File: src/rtl/logic_unit_reg_if.sv
// Handshake/operand bundle for logic_unit_reg: request side (InValid/Op/Acc/A/B)
// and registered result side (OutValid/F/Zero) with their ready signals.
interface logic_unit_reg_if #(
   parameter int WIDTH = 32
);
   logic             InValid;
   logic             InReady;
   logic [2:0]       Op;
   logic             Acc;
   logic [WIDTH-1:0] A;
   logic [WIDTH-1:0] B;
   logic             OutValid;
   logic             OutReady;
   logic [WIDTH-1:0] F;
   logic             Zero;

   modport master (
      output InValid, Op, Acc, A, B, OutReady,
      input  InReady, OutValid, F, Zero
   );

   modport slave (
      input  InValid, Op, Acc, A, B, OutReady,
      output InReady, OutValid, F, Zero
   );
endinterface

File: src/rtl/logic_unit_reg.sv
// Registered bitwise logic unit with an internal accumulator and valid/ready handshake.
// Optional accumulator clear port enabled by defining LOGIC_UNIT_ACC_CLR_EN.
module logic_unit_reg #(
   parameter int WIDTH = 32
) (
   input logic             Clk,
   input logic             Rst,
`ifdef LOGIC_UNIT_ACC_CLR_EN
   input logic             AccClr,
`endif
   logic_unit_reg_if.slave bus
);

   typedef enum logic [2:0] {
      OP_AND  = 3'b000,
      OP_OR   = 3'b001,
      OP_XOR  = 3'b010,
      OP_NAND = 3'b011,
      OP_NOR  = 3'b100,
      OP_XNOR = 3'b101,
      OP_ANDN = 3'b110,
      OP_LOAD = 3'b111
   } op_e;

   logic [WIDTH-1:0] acc_q;
   logic [WIDTH-1:0] f_q;
   logic             zero_q;
   logic             out_valid_q;
   logic [WIDTH-1:0] x;
   logic [WIDTH-1:0] r;
   logic             in_ready;
   logic             accept;

   assign in_ready     = ~out_valid_q | bus.OutReady;
   assign accept       = bus.InValid & in_ready;
   assign bus.InReady  = in_ready;
   assign bus.OutValid = out_valid_q;
   assign bus.F        = f_q;
   assign bus.Zero     = zero_q;

   always_comb begin
      // NOTE: every comb output gets a default first so no path can infer a latch.
      x = bus.Acc ? acc_q : bus.A;
`ifdef LOGIC_UNIT_ACC_CLR_EN
      if (AccClr && bus.Acc) x = '0;
`endif
      r = bus.B;
      case (op_e'(bus.Op))
         OP_AND:  r = x & bus.B;
         OP_OR:   r = x | bus.B;
         OP_XOR:  r = x ^ bus.B;
         OP_NAND: r = ~(x & bus.B);
         OP_NOR:  r = ~(x | bus.B);
         OP_XNOR: r = ~(x ^ bus.B);
         OP_ANDN: r = x & ~bus.B;
         OP_LOAD: r = bus.B;
      endcase
   end

   // NOTE: non-blocking updates make Acc=1 read the accumulator as it was before this edge.
   always_ff @(posedge Clk) begin
      if (Rst) begin
         out_valid_q <= 1'b0;
         f_q         <= '0;
         zero_q      <= 1'b1;
         acc_q       <= '0;
      end else begin
`ifdef LOGIC_UNIT_ACC_CLR_EN
         if (AccClr) acc_q <= '0;
`endif
         if (accept) begin
            f_q         <= r;
            zero_q      <= (r == '0);
            acc_q       <= r;
            out_valid_q <= 1'b1;
         end else if (bus.OutReady) begin
            out_valid_q <= 1'b0;
         end
      end
   end

endmodule

File: src/flat_wrapper.sv
// flat-port wrapper written by rule: the top's interface ports become plain ports
module logic_unit_reg_flat 
#(
   parameter int WIDTH = 32
)
  (Clk, Rst, bus_InValid, bus_Op, bus_Acc, bus_A, bus_B, bus_OutReady, bus_InReady, bus_OutValid, bus_F, bus_Zero);
  logic_unit_reg_if #(.WIDTH(WIDTH)) bus_i ();
  input logic Clk;
  input logic Rst;
  input wire logic [$bits(bus_i.InValid)-1:0] bus_InValid;
  input wire logic [$bits(bus_i.Op)-1:0] bus_Op;
  input wire logic [$bits(bus_i.Acc)-1:0] bus_Acc;
  input wire logic [$bits(bus_i.A)-1:0] bus_A;
  input wire logic [$bits(bus_i.B)-1:0] bus_B;
  input wire logic [$bits(bus_i.OutReady)-1:0] bus_OutReady;
  output wire logic [$bits(bus_i.InReady)-1:0] bus_InReady;
  output wire logic [$bits(bus_i.OutValid)-1:0] bus_OutValid;
  output wire logic [$bits(bus_i.F)-1:0] bus_F;
  output wire logic [$bits(bus_i.Zero)-1:0] bus_Zero;
  assign bus_i.InValid = bus_InValid;
  assign bus_i.Op = bus_Op;
  assign bus_i.Acc = bus_Acc;
  assign bus_i.A = bus_A;
  assign bus_i.B = bus_B;
  assign bus_i.OutReady = bus_OutReady;
  assign bus_InReady = bus_i.InReady;
  assign bus_OutValid = bus_i.OutValid;
  assign bus_F = bus_i.F;
  assign bus_Zero = bus_i.Zero;
  logic_unit_reg #(.WIDTH(WIDTH)) u_core (.Clk(Clk), .Rst(Rst), .bus(bus_i));
endmodule
File: config.mk
export PLATFORM = sky130hd
export DESIGN_NAME = logic_unit_reg_flat
export DESIGN_NICKNAME = d
export VERILOG_FILES = /design/src/rtl/logic_unit_reg_if.sv /design/src/rtl/logic_unit_reg.sv /design/src/flat_wrapper.sv
export SDC_FILE = /design/constraint.sdc
export NUM_CORES = 1
export LEC_CHECK = 0
export BUFFER_PORTS_ARGS = -buffer_cell sky130_fd_sc_hd__buf_4
export CORE_UTILIZATION = 50
export DETAILED_ROUTE_END_ITERATION = 6
export PLACE_DENSITY_LB_ADDON = 0.1
export RECOVER_POWER = 100
export SLEW_MARGIN = 20
export SYNTH_ARGS = -nofsm -noshare
export SYNTH_HDL_FRONTEND = slang
export SYNTH_SLANG_ARGS = --single-unit
File: constraint.sdc
create_clock -name Clk -period 3.55 [get_ports Clk]
set_input_delay 0.355 -clock Clk [delete_from_list [all_inputs] [get_ports Clk]]
set_output_delay 0.355 -clock Clk [all_outputs]
set_load 0.005 [all_outputs]
==> metrics.yaml <==
status: "finished clean"
die_y_um: 106
cts.clk_slew.worst_paths_ps: 90
clockPowerShare_pct: 22.1
setup_violations: 0
slew_violations: 0
slowest_delay_ps: 340
vdd_ir_drop_max_uv: 153
yosys.area.top_type: "ha_1"
synth_ff_type: "dfxtp_1"
first_pass_iters: 5
syn-cell-area_um2: 5390
viasPerCell: 5.80
pwr-share-comb_pct: 49.0
core_area_um2: 10400
fin_crit_sh_pct: 81.4
insertion_delay_ps: 300
crit_start: "bus_Acc"
async_flop_share_pct: 0
grt_pass1_vias: 5284
crit_path_frequent_cell: "buf_4"
r2r-start: "u_core.acc_q[31]$_SDFFE_PP0P_"
syn_area_per_cell_um2: 7.90
cp.arrival_ps: 3130
synth_edf_count: 0
antenna_found_initial: 0
p_leak_nw: 3.21
rsz0062_at_grt: "no"
synth-seq-cells: 34
max_cap_violations: 0
pin_count: 107
cts_tree: "built"
critical_path.endpoint: "u_core.bus.Zero$_SDFFE_PP1P_"
cp_num_cells: 11
htreeDepth: 2
die_area_um2: 11200
power.switching_uw: 611
crit_path_end_kind: "flop"
r2r-end: "u_core.bus.Zero$_SDFFE_PP1P_"
min_delay_path_depth: 3
yosys-top-cells-count: "ha_1, inv_1, mux2i_1"
layout-drive-gt1-share_pct: 19.8
post_cts_buffers: 0
nets: 925
max_slew_margin_pct: 45.8
intPower_uw: 916
overflow: 0
hpwl_um: 11200
swShare_pct: 40.0
cellPowerDensity_nw_per_um2: 244
grt_pass1_wl_um: 25200
grt_use_total_pct: 27.5
synthCells: 683
synth.distinct_cells: 56
syn2layout_area_growth_pct: 15.9
rows: 37
syn-num-nets: 851
totalWireLength_um: 15000
clock_path_buffers: 2
hold_violations: 0
place.gp.congestion: 0.859
hold_path_class: "input pin to flop"
synth_warnings: 0
cts_buffers: 5
drc: 0
synthTopCellsByArea: "ha_1, mux2i_1, dfxtp_1"
seq_power_share_pct: 28.9
drt_iter0_drc: 374
r2r_setup_slack_ps: 1150
tns_ps: 0
crit_path_top_delay_cell: "buf_4"
worstSetupPathType: "input pin to flop"
worstPathRequired_ps: 3790
critPathMaxFanout: 21
startpoint_type: "input pin"
wire_per_inst_um: 16.8
synth_top_cell_area_share_pct: 22.3
grt_max_degree: 54
diodes: 0
timing.hold.ws_ps: 330
clock.fmax_mhz: 346
path_cells: "buf_4, buf_4, mux2i_1, ha_1, nor3_1, a311oi_1, a211oi_1, a21oi_1, nor4_1, nand4_1, o21ai_0"
tightest_slew_ps: 812
yosysSeqAreaShare_pct: 12.6
skew_ps: 12.7
fin_crit_ps: 2890
crit_family: "simple AND/OR/NAND/NOR gates"
portBuffers: 106
ant_nets: 0
postCtsHoldBufs: 0
cts_root_buf: "clkbuf_8"
yosysMostFrequentCell: "ha_1"
cp_num_buf_inv: 2
clock_sinks: 34
reg2reg_depth: 9
vias: 5187
fp.dieW_um: 106
start_util_pct: 52.0
post_cts_resized: 0
[registers in the layout, summed over array words and instances (netlist names)]
register / cells
u_core.bus.OutValid: 1
u_core.acc_q: 32
u_core.bus.Zero: 1
[worst reg2reg max path, delay by kind of cell (launching register included)]
family	cells	cell delay, ps
buffers and inverters	1	40
adders and majority gates	1	320
muxes	3	740
and+or+nand+nor	3	700
AOI/OAI and AO/OA	1	160
DFF	1	390
[cells in the final DEF (no fill, tap or decap), types with 3 or more instances in the layout]
master,n
nor2b_1,5
inv_1,76
o22ai_1,7
nor4_1,4
a32oi_1,9
nand4_1,4
nand2b_1,29
mux2i_1,70
nand2_1,60
nor2_1,51
clkbuf_8,6
mux4_2,8
o211ai_1,5
a21oi_1,43
dfxtp_1,34
nor3_1,12
ha_1,96
a211oi_1,11
o221ai_1,12
o21ai_0,31
clkbuf_4,34
a311oi_1,3
nand3_1,4
a221oi_1,5
mux2_2,11
o21a_1,9
buf_4,79
[logic make-up after synthesis]
group           share of synthesized area [%]
fa+ha+maj                                22.3
compound gates                           19.0
buf+inv                                  10.7
flops                                    12.6
mux                                      19.4
simple gates                             15.9
[how the worst min path moves through the flow]
stage                                   from                                to  slack, ps
3_3_place_gp   u_core.acc_q[15]$_SDFFE_PP0P_     u_core.acc_q[15]$_SDFFE_PP0P_        460
3_5_place_dp    u_core.acc_q[9]$_SDFFE_PP0P_      u_core.acc_q[9]$_SDFFE_PP0P_        470
4_1_cts                          bus_InValid  u_core.bus.OutValid$_SDFFE_PP0P_        330
5_1_grt                          bus_InValid  u_core.bus.OutValid$_SDFFE_PP0P_        340
6_report                         bus_InValid  u_core.bus.OutValid$_SDFFE_PP0P_        330
2_1_floorplan  u_core.acc_q[21]$_SDFFE_PP0P_     u_core.acc_q[21]$_SDFFE_PP0P_        460
[metal layers]
layer / routed length, µm / global-route usage, %
met4: 210 / 7.64
met3: 895 / 3.59
met2: 7220 / 46.6
met5: 0 / 0
met1: 6710 / 36.4
[layout make-up]
cell class,instances,area (µm²)
multi-input combinational,523,4130
timing repair buffer,116,892
tap,136,170
clock buffer,7,86.3
inverter,77,289
sequential,34,681
clock inverter,1,5.00
fill,966,4120
[power groups by stage]
stage                     Combinational, mW  Clock [mW]  Sequential [mW]
final                                 0.748       0.337            0.441
after detailed placement              0.744           0            0.450
after floorplan                       0.500           0            0.447
after CTS                             0.749       0.340            0.442
after global routing                  0.834       0.352            0.445
after global placement                0.712           0            0.450
[metrics by stage]
stage               cells  area (µm²)  util, %  power, mW  worst slack (ps)
CTS                   894        6260     60.4       1.53               783
floorplan             683        5390        -      0.948               802
global placement      886        6170     59.5       1.16               643
global route          894        6250     60.3       1.63               650
detailed placement    886        6170     59.5       1.19               536
finish                894        6250     60.3       1.53               659
Note: power is estimated with default switching activity, not from simulation.
